==> src/rtl/alu_pkg.sv <==
// Shared ALU definitions: widths, divider FSM states and a two's-complement negate helper.
package alu_pkg;

  localparam int unsigned ALU_WIDTH = 32;
  localparam int unsigned DIV_ITERS = 32;

  typedef enum logic [1:0] {
    IDLE,
    RUN,
    SIGN
  } div_state_e;

  function automatic logic [ALU_WIDTH-1:0] twos_neg(input logic [ALU_WIDTH-1:0] x);
    return ~x + ALU_WIDTH'(1);
  endfunction

  function automatic logic [ALU_WIDTH-1:0] twos_abs(input logic [ALU_WIDTH-1:0] x);
    return x[ALU_WIDTH-1] ? twos_neg(x) : x;
  endfunction

endpackage

==> src/rtl/alu_sub_33.sv <==
// 33-bit trial subtractor a - b, built as a ripple of full-adder cells computing a + ~b + 1.
module alu_sub_33
  import alu_pkg::*;
(
  input  logic [ALU_WIDTH:0] a,
  input  logic [ALU_WIDTH:0] b,
  output logic [ALU_WIDTH:0] diff,
  output logic               borrow
);

  logic [ALU_WIDTH+1:0] c;

  assign c[0] = 1'b1;

  for (genvar i = 0; i <= ALU_WIDTH; i++) begin : g_fa
    logic bn;
    assign bn       = ~b[i];
    assign diff[i]  = a[i] ^ bn ^ c[i];
    assign c[i+1]   = (a[i] & bn) | (c[i] & (a[i] ^ bn));
  end

  assign borrow = ~c[ALU_WIDTH+1];

endmodule

==> src/rtl/alu_div_32.sv <==
// Sequential 32-bit signed restoring divider: quotient on lo, remainder on hi,
// start/done handshake, one trial subtraction per cycle.
module alu_div_32
  import alu_pkg::*;
#(
  parameter int unsigned WIDTH = ALU_WIDTH
) (
  input  logic             clock,
  input  logic             clear,
  input  logic             start,
  input  logic [WIDTH-1:0] Ra,
  input  logic [WIDTH-1:0] Rb,
  output logic [WIDTH-1:0] lo,
  output logic [WIDTH-1:0] hi,
  output logic             busy,
  output logic             done,
  output logic             div_by_zero
);

  div_state_e       state, state_nx;
  logic [WIDTH-1:0] q, d, r;
  logic [5:0]       cnt;
  logic             sa, sb, zpend;
  logic [WIDTH:0]   rs, t;
  logic             borrow, take;

  // r[32] of the partial remainder is always zero once a trial is kept, so only 32 bits are held.
  assign rs = {r, q[WIDTH-1]};

  alu_sub_33 u_sub (
    .a      (rs),
    .b      ({1'b0, d}),
    .diff   (t),
    .borrow (borrow)
  );

  // Borrow and t[32] agree while r < d holds; either one marks a failed trial.
  assign take = ~(t[WIDTH] | borrow);
  assign busy = (state != IDLE);

  always_ff @(posedge clock or posedge clear) begin
    if (clear) state <= IDLE;
    else       state <= state_nx;
  end

  always_comb begin
    state_nx = state;
    case (state)
      IDLE:    if (start && (Rb != '0)) state_nx = RUN;
      RUN:     if (cnt == 6'(DIV_ITERS - 1)) state_nx = SIGN;
      SIGN:    state_nx = IDLE;
      default: state_nx = IDLE;
    endcase
  end

  // A divide by zero parks Ra in q and reports it one edge later without leaving IDLE.
  always_ff @(posedge clock or posedge clear) begin
    if (clear) begin
      q           <= '0;
      d           <= '0;
      r           <= '0;
      cnt         <= '0;
      sa          <= 1'b0;
      sb          <= 1'b0;
      zpend       <= 1'b0;
      lo          <= '0;
      hi          <= '0;
      done        <= 1'b0;
      div_by_zero <= 1'b0;
    end else begin
      done  <= 1'b0;
      zpend <= 1'b0;
      if (zpend) begin
        lo          <= '1;
        hi          <= q;
        div_by_zero <= 1'b1;
        done        <= 1'b1;
      end
      case (state)
        IDLE: begin
          if (start) begin
            if (Rb == '0) begin
              zpend <= 1'b1;
              q     <= Ra;
            end else begin
              q           <= twos_abs(Ra);
              d           <= twos_abs(Rb);
              r           <= '0;
              cnt         <= '0;
              sa          <= Ra[WIDTH-1];
              sb          <= Rb[WIDTH-1];
              div_by_zero <= 1'b0;
            end
          end
        end
        RUN: begin
          r   <= take ? t[WIDTH-1:0] : rs[WIDTH-1:0];
          q   <= {q[WIDTH-2:0], take};
          cnt <= cnt + 6'd1;
        end
        SIGN: begin
          lo   <= (sa ^ sb) ? twos_neg(q) : q;
          hi   <= sa ? twos_neg(r) : r;
          done <= 1'b1;
        end
        default: ;
      endcase
    end
  end

endmodule

==> config.mk <==
export PLATFORM = sky130hd
export DESIGN_NAME = alu_div_32
export DESIGN_NICKNAME = d
export VERILOG_FILES = /design/src/rtl/alu_pkg.sv /design/src/rtl/alu_sub_33.sv /design/src/rtl/alu_div_32.sv
export SDC_FILE = /design/constraint.sdc
export NUM_CORES = 1
export LEC_CHECK = 0
export ABC_CLOCK_PERIOD_IN_PS = 29100
export BUFFER_PORTS_ARGS = -buffer_cell sky130_fd_sc_hd__buf_2
export CAP_MARGIN = 20
export CORE_MARGIN = 1
export CORE_UTILIZATION = 64
export CTS_CLUSTER_DIAMETER = 150
export DETAILED_ROUTE_END_ITERATION = 10
export PLACE_DENSITY = 0.87
export SLEW_MARGIN = 25
export SYNTH_ARGS = -nofsm -noshare
export SYNTH_HDL_FRONTEND = slang
export SYNTH_SLANG_ARGS = --single-unit
==> constraint.sdc <==
create_clock -name clock -period 29.1 [get_ports clock]
set_clock_uncertainty 0.2 [all_clocks]
set_input_delay 4.365 -clock clock [delete_from_list [all_inputs] [get_ports clock]]
set_output_delay 4.365 -clock clock [all_outputs]
set_load 0.005 [all_outputs]
==> results.py <==
metrics = {
    "sta": {
        "min_period_ns": 14.53,
        "max_slew_headroom_at_the_worst_pin_pct": 31.4,
        "hold_violation_total_from_the_final_report": 0,
        "unrepaired_setup_endpoints_after_global_routing": "no",
        "maxSlewViolCount": 0,
        "final-setup-viol-count": 0,
        "maxClockFrequency_mhz": 68.8,
        "setup_tns_ns": 0,
        "worst_slew_pin_slew_ns": 1.02,
        "post-route-period-util_pct": 49.9,
        "timing.hold.ws_ns": 0.306,
    },
    "yosys": {
        "ys_types": 60,
        "yosys-mux-area-fraction_pct": 6.74,
        "synth_top_family_by_area": "compound AO/OA/AOI/OAI gates",
        "synth_area_leaders": "sky130_fd_sc_hd__dfrtp_1, sky130_fd_sc_hd__xnor2_1, sky130_fd_sc_hd__fa_1, sky130_fd_sc_hd__mux2i_1, sky130_fd_sc_hd__a22oi_1",
        "asyncSetResetFlopFracSynth_pct": 100,
        "post_synth.cell_area_avg_um2": 9.41,
        "synthDominantCellAreaShare_pct": 38.6,
        "netlist_area_um2": 11200,
        "postSynthRegisterBits": 173,
        "synth-simple-area-share_pct": 16.0,
        "synth_compound_gate_area_share_pct": 18.8,
        "synth.top_cells.by_count": "sky130_fd_sc_hd__dfrtp_1, sky130_fd_sc_hd__inv_1, sky130_fd_sc_hd__clkbuf_1, sky130_fd_sc_hd__xnor2_1, sky130_fd_sc_hd__o21ai_0",
        "synthMostInstantiatedCell": "sky130_fd_sc_hd__dfrtp_1",
        "post_synth_inst_count": 1191,
        "synth-warning-count": 0,
        "cell_accounting_for_the_most_synthesized_area": "sky130_fd_sc_hd__dfrtp_1",
        "synthesis.nets": 1295,
        "synthXorXnorAreaFrac_pct": 7.11,
        "yosys_most_used_dff": "sky130_fd_sc_hd__dfrtp_1",
        "post_synth_fa_ha_maj_area_fraction_pct": 6.20,
        "synth_edf_count": 0,
        "yosysSeqAreaShare_pct": 38.6,
    },
    "clock_network": {
        "cts_made_buffers": 17,
        "ctsResizeCount": 0,
        "cts.clk_slew.worst_paths_ns": 0.07,
        "cts-root-buf": "sky130_fd_sc_hd__clkbuf_16",
        "insertion_delay_ns": 0.44,
        "cts_hold_buffers": 0,
        "clock_sinks": 173,
        "cts-htree-levels": 4,
        "cts_tree": "yes",
        "clockBufferDepth": 2,
        "postCtsSetupRepairBufs": 0,
    },
    "pwr": {
        "leakage_nw": 5.55,
        "power.share.clock_pct": 20.2,
        "power_total_mw": 1.18,
        "switching_share_pct": 43.5,
        "share_comb_of_total_power_pct": 44.3,
        "netSwitchingPower_mw": 0.515,
        "power_report.internal_total_mw": 0.668,
        "pwr_density_cell_nw_per_um2": 94.4,
        "register_share_of_total_power_pct": 35.5,
        "worst_ir_drop_vdd_mv": 0.0535,
    },
    "worst_hold_path": {
        "hp-class": "register to register",
        "worst_hold_startpoint": "div_by_zero$_DFF_PP0_",
    },
    "drt": {
        "detailedRoute.firstPassIterationCount": 6,
        "drt-vias-per-instance": 6.78,
        "post_drt_wl_per_cell_um": 21.3,
        "drtIter0Drc": 1144,
        "antenna_violating_nets_post_route": 0,
        "drc": 0,
        "routed-via-count": 10200,
        "routed_wirelength_um": 32000,
    },
    "global_routing": {
        "antenna_violations_before_repair": 0,
        "number_of_global_route_vias_before_repair": 9869,
        "grt_overflow_total": 0,
        "grt_util_all_layers_pct": 36.8,
        "grt_pass1_wl_um": 51400,
        "largest_net_degree_at_the_start_of_global_routing": 91,
    },
    "floorplan": {
        "die_height_um": 134,
        "initial_utilization_pct": 65.3,
        "floorplan.core_area_um2": 17200,
        "ioPinCount": 134,
        "floorplan.die.width_um": 134,
        "dieArea_um2": 18100,
        "fp-row-count": 48,
    },
    "setup_path": {
        "worstPathArrival_ns": 14.66,
        "timing.critical_path.required_ns": 29.24,
        "startpoint": "q[31]$_DFFE_PP0P_",
        "timing.rr.start": "q[31]$_DFFE_PP0P_",
        "cpMaxStageDelayCell": "sky130_fd_sc_hd__nor2b_4",
        "critical_path.max_stage_delay_ns": 0.69,
        "setup.worst_path.start_class": "register",
        "classification_of_the_worst_setup_path": "register to register",
        "crit_fanout": 29,
        "crit_top_cell": "sky130_fd_sc_hd__fa_1",
        "end_kind": "register",
    },
    "finish": {
        "finalCoreUtilization_pct": 73.0,
        "n_fill_cell": 1211,
        "area_growth_pct": 11.8,
        "drive_above_1_share_pct": 17.2,
        "antenna_cells_inserted": 0,
        "stdcell_count": 1504,
        "final_nets": 1370,
    },
    "placement": {
        "buffer_ports.inserted": 133,
        "hpwlAfterDp_um": 21600,
        "post-place-cells": 1472,
        "globalplace.congestion": 0.930,
    },
    "flow_run": {
        "maxCapViolCount": 0,
    },
    "run_status": {
        "run_status": "complete, no violations",
    },
}
## flip-flops by register name (all words and copies together), names as in the netlist
signal	count
cnt	6
div_by_zero	1
q	32
lo	32
done	1
hi	32
zpend	1
d	32
r	32
sa	1
sb	1
state	2
## cell usage in the layout (no fill, tap or decap), drive strengths merged, types with 3 or more instances in the layout
cell type	instances
bufinv	3
a211oi	34
a222oi	3
ha	6
inv	92
and3	27
xnor2	71
a22o	4
or2	5
nor4bb	3
or3	12
a31oi	24
nand2b	4
a22oi	53
buf	146
a21oi	58
o41ai	20
nor2	59
mux2i	53
nor3	45
nand2	40
clkinv	6
nand3	41
o221ai	4
xor2	20
mux2	16
clkbuf	19
fa	31
nand4b	3
and2	5
o22ai	4
o31ai	24
dfrtp	173
nor2b	35
or4	11
nor4	21
o21ai	72
nand4	7
a311oi	12
## worst paths after layout
check	endpoint	slack, ns	depth (start not counted)
hold reg to reg	div_by_zero$_DFF_PP0_	0.31	2
min in group asynchronous	div_by_zero$_DFF_PP0_	3.91	2
hold / removal	div_by_zero$_DFF_PP0_	0.31	2
setup reg to reg	r[12]$_DFFE_PP0P_	14.57	41
setup / recovery	r[12]$_DFFE_PP0P_	14.57	41
max in group asynchronous	r[17]$_DFFE_PP0P_	23.55	3
## worst max-delay path: cells and delay by family (launching register included)
kind                       cells  cell delay (ns)
AOI/OAI and AO/OA              2             0.38
xor gates and xnor gates       1             0.26
adders and majority gates     32            12.11
buffers and inverters          5             0.36
DFF                            1             0.44
and+or+nand+nor                1             0.69
## layer usage
layer | up-vias | routed length, µm | track usage [%] | part of all wire, %
li1 | 4467 | - | - | -
met2 | 637 | 14600 | 56.0 | 46
met5 | - | 0 | 0 | 0
met1 | 4946 | 12400 | 48.3 | 39
met3 | 143 | 3220 | 9.49 | 10
met4 | 0 | 1690 | 20.5 | 5.3
## stage by stage
stage / area (µm²) / worst slack (ns)
6_report: 12500 / 14.57
2_1_floorplan: 11200 / 15.57
3_5_place_dp: 11900 / 14.88
4_1_cts: 12500 / 14.66
5_1_grt: 12500 / 14.12
3_3_place_gp: 11900 / 14.81
## final cells by class
| type | count | area, µm² | share of cell area, % |
|---|---|---|---|
| Clock buffer | 19 | 443 | 3.53 |
| Clock inverter | 13 | 164 | 1.31 |
| Inverter | 90 | 343 | 2.74 |
| Multi-Input combinational cell | 838 | 6200 | 49.5 |
| Sequential cell | 173 | 4330 | 34.6 |
| Tap cell | 225 | 282 | 2.25 |
| Timing Repair Buffer | 146 | 767 | 6.12 |
## power by group through the flow
stage	registers [mW]	clock network [mW]	logic (mW)
floorplan	0.358	0	0.409
global placement	0.412	0	0.474
detailed placement	0.415	0	0.501
CTS	0.412	0.237	0.515
finish	0.420	0.239	0.524
global route	0.425	0.249	0.578
## cell families (layout without fill, tap and decap cells)
| family | after synthesis | in the layout |
|---|---|---|
| compound gates | 318 | 318 |
| mux | 69 | 69 |
| flops | 173 | 173 |
| simple gates | 323 | 323 |
| buf+inv | 180 | 268 |
| fa+ha+maj | 37 | 37 |
| xor+xnor | 91 | 91 |
(Power assumes the default switching activity.)
